### config.mk
export PLATFORM = sky130hd
export DESIGN_NAME = f18a_bus_bridge
export DESIGN_NICKNAME = d
export VERILOG_FILES = /design/src/rtl/f18a_bus_bridge.sv
export SDC_FILE = /design/constraint.sdc
export NUM_CORES = 1
export LEC_CHECK = 0
export ABC_AREA = 0
export BUFFER_PORTS_ARGS = -buffer_cell sky130_fd_sc_hd__buf_2
export CORE_ASPECT_RATIO = 1.75
export CORE_MARGIN = 1.5
export CORE_UTILIZATION = 37
export CTS_CLUSTER_SIZE = 10
export DETAILED_ROUTE_END_ITERATION = 7
export MAX_ROUTING_LAYER = met4
export PLACE_DENSITY_LB_ADDON = 0.15
export SLEW_MARGIN = 25
export SYNTH_ARGS = -nofsm -noshare
export SYNTH_HDL_FRONTEND = slang
export SYNTH_SLANG_ARGS = --single-unit
### constraint.sdc
create_clock -name clk_logic_i -period 3.3 [get_ports clk_logic_i]
set_input_delay 0.165 -clock clk_logic_i [delete_from_list [all_inputs] [get_ports clk_logic_i]]
set_output_delay 0.165 -clock clk_logic_i [all_outputs]
set_load 0.005 [all_outputs]
### src/rtl/f18a_bus_bridge.sv
// f18a_bus_bridge: queues single-cycle host VDP port requests and replays them as timed 9918A CPU-port cycles.
// Define F18A_BRIDGE_IRQ_LATCH_EN to make irq_o sticky until the next status (mode 1) read.
module f18a_bus_bridge #(
    parameter int unsigned FIFO_DEPTH    = 4,
    parameter int unsigned STROBE_CYCLES = 3,
    parameter int unsigned GAP_CYCLES    = 2
) (
    input  logic       clk_logic_i,
    input  logic       reset_i,
    input  logic       req_valid_i,
    output logic       req_ready_o,
    input  logic       req_write_i,
    input  logic       req_mode_i,
    input  logic [7:0] req_data_i,
    output logic       rd_valid_o,
    output logic [7:0] rd_data_o,
    output logic       vdp_mode_o,
    output logic       vdp_csw_n_o,
    output logic       vdp_csr_n_o,
    output logic [7:0] vdp_cd_o,
    input  logic [7:0] vdp_cd_i,
    input  logic       vdp_int_n_i,
    output logic       irq_o,
    output logic       busy_o
);

    localparam int unsigned DATA_W = 8;
    localparam int unsigned PTR_W  = (FIFO_DEPTH > 1) ? $clog2(FIFO_DEPTH) : 1;
    localparam int unsigned CNT_W  = PTR_W + 1;
    localparam int unsigned TMR_W  = 4;

    typedef struct packed {
        logic              write;
        logic              mode;
        logic [DATA_W-1:0] data;
    } req_t;

    typedef enum logic [1:0] {
        S_IDLE,
        S_SETUP,
        S_STROBE,
        S_GAP
    } state_t;

    req_t              mem_q [FIFO_DEPTH];
    req_t              head;
    logic [PTR_W-1:0]  wr_ptr_q, wr_ptr_d;
    logic [PTR_W-1:0]  rd_ptr_q, rd_ptr_d;
    logic [CNT_W-1:0]  count_q, count_d;
    logic              ready_q, ready_d;
    logic              busy_q, busy_d;
    logic              push, pop;

    state_t            state_q, state_d;
    logic [TMR_W-1:0]  cnt_q, cnt_d;
    logic              write_q, write_d;
    logic              mode_q, mode_d;
    logic [DATA_W-1:0] cd_q, cd_d;
    logic              csw_n_q, csw_n_d;
    logic              csr_n_q, csr_n_d;
    logic              rd_valid_q, rd_valid_d;
    logic [DATA_W-1:0] rd_data_q, rd_data_d;
    logic              irq_q, irq_d;
`ifdef F18A_BRIDGE_IRQ_LATCH_EN
    logic              int_n_q, int_n_d;
`endif

    assign push = req_valid_i && ready_q;
    assign head = mem_q[rd_ptr_q];

    // Queue storage; flushing is done through the pointers, so the array needs no reset.
    always_ff @(posedge clk_logic_i) begin
        if (push) begin
            mem_q[wr_ptr_q] <= req_t'({req_write_i, req_mode_i, req_data_i});
        end
    end

    always_comb begin
        wr_ptr_d = wr_ptr_q;
        rd_ptr_d = rd_ptr_q;
        count_d  = count_q;
        if (push) begin
            wr_ptr_d = wr_ptr_q + PTR_W'(1);
        end
        if (pop) begin
            rd_ptr_d = rd_ptr_q + PTR_W'(1);
        end
        case ({push, pop})
            2'b10:   count_d = count_q + CNT_W'(1);
            2'b01:   count_d = count_q - CNT_W'(1);
            default: count_d = count_q;
        endcase
        ready_d = (count_d != CNT_W'(FIFO_DEPTH));
        busy_d  = (count_d != CNT_W'(0)) || (state_d != S_IDLE);
    end

    // Strobe sequencer: IDLE pops, SETUP settles mode/cd, STROBE drives one strobe, GAP rests the bus.
    always_comb begin
        state_d    = state_q;
        cnt_d      = cnt_q;
        write_d    = write_q;
        mode_d     = mode_q;
        cd_d       = cd_q;
        csw_n_d    = 1'b1;
        csr_n_d    = 1'b1;
        rd_valid_d = 1'b0;
        rd_data_d  = rd_data_q;
        pop        = 1'b0;
        case (state_q)
            S_IDLE: begin
                if (count_q != CNT_W'(0)) begin
                    pop     = 1'b1;
                    write_d = head.write;
                    mode_d  = head.mode;
                    cd_d    = head.data;
                    state_d = S_SETUP;
                end
            end
            S_SETUP: begin
                state_d = S_STROBE;
                cnt_d   = TMR_W'(STROBE_CYCLES - 1);
                csw_n_d = !write_q;
                csr_n_d = write_q;
            end
            S_STROBE: begin
                if (cnt_q == TMR_W'(0)) begin
                    state_d = S_GAP;
                    cnt_d   = TMR_W'(GAP_CYCLES - 1);
                    if (!write_q) begin
                        rd_data_d  = vdp_cd_i;
                        rd_valid_d = 1'b1;
                    end
                end else begin
                    cnt_d   = cnt_q - TMR_W'(1);
                    csw_n_d = !write_q;
                    csr_n_d = write_q;
                end
            end
            S_GAP: begin
                if (cnt_q == TMR_W'(0)) begin
                    state_d = S_IDLE;
                end else begin
                    cnt_d = cnt_q - TMR_W'(1);
                end
            end
            default: state_d = S_IDLE;
        endcase
    end

`ifdef F18A_BRIDGE_IRQ_LATCH_EN
    // Sticky interrupt: a falling edge sets it, entering a status-read strobe clears it; set wins.
    always_comb begin
        int_n_d = vdp_int_n_i;
        irq_d   = irq_q;
        if ((state_q == S_SETUP) && !write_q && mode_q) begin
            irq_d = 1'b0;
        end
        if (int_n_q && !vdp_int_n_i) begin
            irq_d = 1'b1;
        end
    end
`else
    always_comb begin
        irq_d = !vdp_int_n_i;
    end
`endif

    always_ff @(posedge clk_logic_i) begin
        if (reset_i) begin
            wr_ptr_q   <= '0;
            rd_ptr_q   <= '0;
            count_q    <= '0;
            ready_q    <= 1'b0;
            busy_q     <= 1'b0;
            state_q    <= S_IDLE;
            cnt_q      <= '0;
            write_q    <= 1'b0;
            mode_q     <= 1'b0;
            cd_q       <= '0;
            csw_n_q    <= 1'b1;
            csr_n_q    <= 1'b1;
            rd_valid_q <= 1'b0;
            rd_data_q  <= '0;
            irq_q      <= 1'b0;
`ifdef F18A_BRIDGE_IRQ_LATCH_EN
            int_n_q    <= 1'b1;
`endif
        end else begin
            wr_ptr_q   <= wr_ptr_d;
            rd_ptr_q   <= rd_ptr_d;
            count_q    <= count_d;
            ready_q    <= ready_d;
            busy_q     <= busy_d;
            state_q    <= state_d;
            cnt_q      <= cnt_d;
            write_q    <= write_d;
            mode_q     <= mode_d;
            cd_q       <= cd_d;
            csw_n_q    <= csw_n_d;
            csr_n_q    <= csr_n_d;
            rd_valid_q <= rd_valid_d;
            rd_data_q  <= rd_data_d;
            irq_q      <= irq_d;
`ifdef F18A_BRIDGE_IRQ_LATCH_EN
            int_n_q    <= int_n_d;
`endif
        end
    end

    assign req_ready_o = ready_q;
    assign busy_o      = busy_q;
    assign rd_valid_o  = rd_valid_q;
    assign rd_data_o   = rd_data_q;
    assign vdp_mode_o  = mode_q;
    assign vdp_csw_n_o = csw_n_q;
    assign vdp_csr_n_o = csr_n_q;
    assign vdp_cd_o    = cd_q;
    assign irq_o       = irq_q;

endmodule

==> metrics.cfg, run 1 <==
[finish]
finalInstanceArea_mm2 = 0.00375
fin_util_pct = 45.7
area_delta_synth_final_pct = 20.5
multi_input_area_mm2 = 0.00109
drive_above_1_share_pct = 25.5
fin_nets = 324
antenna_cells = 0
regArea_mm2 = 0.00194
n_fill_cell = 771

[place]
numPortBuffers = 44
hpwl_mm = 4.18
gp_congestion = 0.744
dpl_cell_area_mm2 = 0.00340

[synthesis]
ys.flop_type = edfxtp_1
synthTopCellsByCount = 40 x edfxtp_1, 37 x dfxtp_1, 32 x nand2_1
ys_ff_latch = 77
syn-num-nets = 279
synth_cell_type_count = 36
synth_top_family_by_area = simple AND/OR/NAND/NOR gates
avgSynthCellArea_um2 = 12.8
synth_compound_area_share_pct = 8.88
synthArstFlopShare_pct = 0
synth_xor_area_share_pct = 2.53
muxShareOfSynthArea_pct = 7.56
netlist.area_leader.share_pct = 38.6
ys_warn_count = 0
synth_fa_ha_area_share_pct = 5.47
synth-simple-area-share_pct = 10.5
post-synth-top-count-cell = edfxtp_1
synthCells = 244
yosysTopAreaCell = edfxtp_1
synth_edf_count = 40
synth.cell_area_mm2 = 0.00311
ys_seq_area_share_pct = 62.4
synthTopCellsByArea = edfxtp_1 39%, dfxtp_1 24%, mux4_2 7.2%

[timing]
maxSlewViolCount = 0
layout_min_cycle_time_ns = 2.73
finalSetupViolations = 0
period_share_pct = 82.7
finalHoldViolCount = 0
setup_tns_ns = 0
timing.fmax_ghz = 0.367
rsz0062_at_grt = false
worst_pin_slew_ns = 0.779
slew_headroom_pct = 48.0
fin_skew_ns = 0.00588

[global_route]
antenna_found_initial = 0
grt_pass1_wl_mm = 9.88
grt_max_degree = 37
first_global_vias = 1995
grt_overflow = 0
track_usage_pct = 15.3

[detailed_routing]
first_pass_iters = 4
drtIter0Drc = 117
vias_per_cell = 4.98
ant_nets = 0
wl_mm = 5.93
wl_per_cell_um = 15.4
num_vias = 1924
drc = 0

[floorplanning]
die_area_mm2 = 0.00899
num_rows = 44
die_x_um = 72.3
core_mm2 = 0.00820
initial_core_util_pct = 37.9
ioPinCount = 45
die_h_um = 124

[critical_path]
critPathKind = reg -> reg
cp.required_ns = 3.48
critical-path-max-stage-delay_ns = 0.42
arrival_ns = 2.91
start_kind = flip-flop
cp_slowest_cell = or3_1
cp_max_fo = 13
path_cells = or3_1 > nand2_1 > inv_2 > ha_1 > fa_1 > xnor2_1 > nor2_1 > xnor2_1 > a41oi_1
end_kind = flip-flop
cpMostUsedCell = xnor2_1

[clocking]
cts_setup_buffers = 0
clk_pin_slew_ns = 0.06
cts_tree = yes
cts_buffer_depth = 2
clock-root-buffer = clkbuf_16
cts_buffers = 9
cts.sinks = 77
cts_htree_levels = 3
clock_latency_ns = 0.33

[power]
p_leak_nw = 1.45
ir_worst_vdd_mv = 0.446
powerDensity_mw_per_mm2 = 913

[job]
maxCapViolCount = 0

[hold_path]
hp-class = in -> reg

[run_status]
status = finished clean

==> critical path: cells and delay by family, from the launching register on <==
kind            cells  cell delay, ns
simple gates        3            0.91
fa+ha+maj           2            0.65
flops               1            0.36
xor+xnor            2            0.31
buf+inv             1            0.19
compound gates      1            0.13
==> metal layers <==
metal	vias up	global-route usage (%)	share of wire [%]
li1	960	-	-
met1	926	16.5	40
met2	30	25.8	55
met3	8	3.64	3.0
met4	0	7.33	2.0
met5	-	-	0
==> power by group <==
part / switching [mW] / total (mW) / internal [mW]
registers: 0.154 / 1.34 / 1.18
logic: 0.518 / 0.966 / 0.447
clock network: 0.382 / 1.12 / 0.743
==> worst paths after layout <==
path	from	endpoint	slack [ns]	cells past startpoint
setup / recovery	count_q[0]$_SDFF_PP0_	busy_o$_SDFF_PP0_	0.57	9
setup reg to reg	count_q[0]$_SDFF_PP0_	busy_o$_SDFF_PP0_	0.57	9
hold / removal	req_mode_i	mem_q[3][8]$_DFFE_PP_	0.04	1
hold reg to reg	vdp_cd_o[4]$_SDFFE_PP0P_	vdp_cd_o[4]$_SDFFE_PP0P_	0.45	2
==> placed cells by master (no fill, tap or decap), types with 2 or more instances in the layout <==
master,instances
a211oi_1,5
inv_1,9
clkbuf_1,2
nand2b_1,2
ha_1,12
buf_2,44
nand2_1,32
a21oi_1,24
nor2_1,18
xnor2_1,6
xor2_1,3
bufinv_16,3
edfxtp_1,40
clkbuf_16,9
dfxtp_1,37
o21ai_0,9
or3_1,3
mux4_2,10
nor3_1,2
and3_1,4
==> cell families after synthesis <==
logic type                 Yosys count
AOI/OAI and AO/OA                   44
and+or+nand+nor                     69
buffers and inverters               21
muxes                               11
adders and majority gates           13
xor gates and xnor gates             9
DFF                                 77
==> final cells by class <==
cell class | count | area share, %
Timing Repair Buffer | 45 | 6.14
Sequential cell | 77 | 51.8
Clock buffer | 11 | 6.20
Multi-Input combinational cell | 146 | 29.0
Tap cell | 92 | 3.07
Inverter | 10 | 1.00
Clock inverter | 5 | 2.87
==> registers in the layout, indices dropped and copies added (netlist names) <==
name / count
req_ready_o: 1
count_q: 3
vdp_cd_o: 8
rd_valid_o: 1
busy_o: 1
mem_q: 40
vdp_csr_n_o: 1
state_q: 2
irq_o: 1
vdp_csw_n_o: 1
cnt_q: 4
write_q: 1
wr_ptr_q: 2
vdp_mode_o: 1
rd_data_o: 8
rd_ptr_q: 2
==> metrics by stage <==
stage	setup WS, ns	instances	power, mW	hold WS, ns
floorplan	0.919	244	2.06	0.237
global placement	0.625	369	2.34	0.321
detailed placement	0.551	369	2.35	0.329
CTS	0.531	386	3.48	0.0383
global route	0.400	386	3.66	0.0392
finish	0.572	386	3.43	0.0450
==> timing repair <==
action | in CTS | in global routing
endpoints found under the hold margin | 1 | 0
hold buffers | 1 | 0
gates resized for setup | 0 | 0
(Power assumes the default switching activity.)
==> run 2: changes to the inputs <==
Clock period 3.3 ns to 2.35 ns, I/O delays scaled along.
==> run 2 against run 1 <==
Effect of this change: total power grew 37%; register-to-register slack lost 0.42 ns; design area grew 2.6%; clock skew grew 0.0021 ns; sequential share of layout area shrank 1.3 points; highest routed layer unchanged; first-iteration DRC count shrank 21%; critical path depth is the same.
==> metrics.cfg, run 2 (synthesis gave the netlist of run 1 again) <==
[timing]
layout_min_cycle_time_ns = 2.20  ; -0.527 ns
worst_pin_slew_ns = 0.566  ; -0.213 ns
finalHoldViolCount = 0  ; unchanged
period_share_pct = 93.6  ; +11 points
timing.fmax_ghz = 0.454  ; +24%
finalSetupViolations = 0  ; unchanged
slew_headroom_pct = 62.3  ; +14 points
worst_slack_ns = 0.150  ; -0.423 ns
maxSlewViolCount = 0  ; unchanged
fin_skew_ns = 0.00795  ; +0.00208 ns

[power]
powerDensity_mw_per_mm2 = 1220  ; +34%
total_power_mw = 4.69  ; +37%
switching_share_pct = 31.8  ; +1.1 points
switchingPower_mw = 1.49  ; +42%
p_clk_share_pct = 28.8  ; -4.0 points
p_int_mw = 3.20  ; +35%
ir_worst_vdd_mv = 0.595  ; +33%
power_frac_comb_pct = 32.3  ; +4.1 points
power_frac_seq_pct = 38.9  ; about the same
p_leak_nw = 1.49  ; +3.1%

[finish]
antenna_cells = 0  ; unchanged
drive_above_1_share_pct = 27.8  ; +2.3 points
finalInstanceArea_mm2 = 0.00385  ; +2.6%
fin_nets = 339  ; +4.6%
top_register = mem_q
final_cell_mix = 44 x buf_2, 40 x edfxtp_1, 37 x dfxtp_1
largest_reg_flops = 40  ; unchanged
area_delta_synth_final_pct = 23.6
layout_commonest_cell = buf_2

[global_route]
antenna_found_initial = 0  ; unchanged
grt_overflow = 0  ; unchanged
grt_max_degree = 23  ; -38%
track_usage_pct = 14.9  ; -0.34 points
first_global_vias = 1943  ; -2.6%
grt_pass1_wl_mm = 9.72  ; -1.6%

[clocking]
cts_htree_levels = 3  ; unchanged
cts_setup_buffers = 0  ; unchanged
clk_pin_slew_ns = 0.06  ; about the same
cts_buffer_depth = 2  ; unchanged
cts.sinks = 77  ; unchanged
clock_latency_ns = 0.33  ; about the same
clock-root-buffer = clkbuf_16
cts_tree = yes
cts_buffers = 9  ; unchanged

[place]
gp_congestion = 0.725  ; -2.5%
dpl_cell_area_mm2 = 0.00347  ; +1.9%
pre_cts_ws_ns = 0.120  ; -0.431 ns
numPortBuffers = 44  ; unchanged
hpwl_mm = 4.11  ; -1.8%

[critical_path]
worstSetupEndpoint = busy_o$_SDFF_PP0_
end_kind = flip-flop
cp.required_ns = 2.56  ; -0.92 ns
worstReg2RegEnd = busy_o$_SDFF_PP0_
start_kind = flip-flop
r2r_start = count_q[2]$_SDFF_PP0_
critPathKind = reg -> reg
cp_max_fo = 3  ; -10
arrival_ns = 2.41  ; -0.50 ns
reg2regPathDepth = 9  ; unchanged
regToRegSetupSlack_ns = 0.15  ; -0.42 ns
crit_start = count_q[2]$_SDFF_PP0_

[hold_path]
hp-class = in -> reg

[detailed_routing]
drc = 0  ; unchanged
drtIter0Drc = 93  ; -21%
ant_nets = 0  ; unchanged
wl_mm = 5.94  ; about the same
vias_per_cell = 4.93  ; -1.1%
num_vias = 1977  ; +2.8%
first_pass_iters = 4  ; unchanged
wl_per_cell_um = 14.8  ; -3.7%

[floorplanning]
die_h_um = 124  ; unchanged
num_rows = 44  ; unchanged
ioPinCount = 45  ; unchanged
die_x_um = 72.3  ; unchanged
initial_core_util_pct = 37.9  ; unchanged
core_mm2 = 0.00820  ; unchanged
die_area_mm2 = 0.00899  ; unchanged

[job]
maxCapViolCount = 0  ; unchanged

[run_status]
status = finished clean

==> run 2: critical path, cell delays in order, from the launching register on <==
cell and delay (ns):
dfxtp_1 0.36, or3_4 0.36, nand2_1 0.11, inv_2 0.05
ha_1 0.21, fa_1 0.39, xnor2_1 0.15, nor2_2 0.19
xnor2_2 0.14, a41oi_1 0.12
==> run 2: stage by stage <==
stage	util, %	std cells	TNS [ns]	hold slack (ns)
6_report	46.9	401	0	0.00795
5_1_grt	46.9	401	-0.00865	0.00832
4_1_cts	46.8	401	0	0.00237
3_5_place_dp	42.3	377	0	0.281
3_3_place_gp	42.3	377	0	0.273
2_1_floorplan	-	244	0	0.190
==> run 2: layout make-up <==
| type | count | area [um2] |
|---|---|---|
| clock buffer | 10 | 229 |
| clock inverter | 6 | 63.8 |
| inverter | 10 | 37.5 |
| tap | 92 | 115 |
| timing repair buffer | 60 | 360 |
| fill | 740 | 4350 |
| multi-input combinational | 146 | 1100 |
| sequential | 77 | 1940 |
==> run 2: what timing repair did <==
item	CTS	global route
endpoints found under the setup margin	0	1
gates resized for setup	0	2
endpoints found under the hold margin	29	0
hold buffers	8	0
==> run 2: worst min-delay path by stage <==
stage                  startpoint                     to  cells past startpoint
floorplan             vdp_int_n_i       irq_o$_SDFF_PP0_                      1
global placement      vdp_int_n_i       irq_o$_SDFF_PP0_                      2
detailed placement    vdp_int_n_i       irq_o$_SDFF_PP0_                      2
CTS                 req_data_i[3]  mem_q[3][3]$_DFFE_PP_                      1
global route        req_data_i[3]  mem_q[3][3]$_DFFE_PP_                      1
finish                 req_mode_i  mem_q[0][8]$_DFFE_PP_                      1
==> run 2: power groups by stage <==
stage / combinational [mW] / sequential (mW) / clock (mW)
after floorplan: 1.08 / 1.83 / 0
after global placement: 1.52 / 1.85 / 0
after detailed placement: 1.52 / 1.86 / 0
after CTS: 1.53 / 1.83 / 1.39
after global routing: 1.72 / 1.86 / 1.44
final: 1.52 / 1.83 / 1.35
==> run 2: layer usage <==
| metal | track usage [%] | vias to the layer above | wire, um |
|---|---|---|---|
| li1 | - | 991 | - |
| met5 | - | - | 0 |
| met1 | 15.7 | 947 | 2350 |
| met4 | 7.66 | 0 | 125 |
| met2 | 25.2 | 30 | 3290 |
| met3 | 3.80 | 9 | 175 |
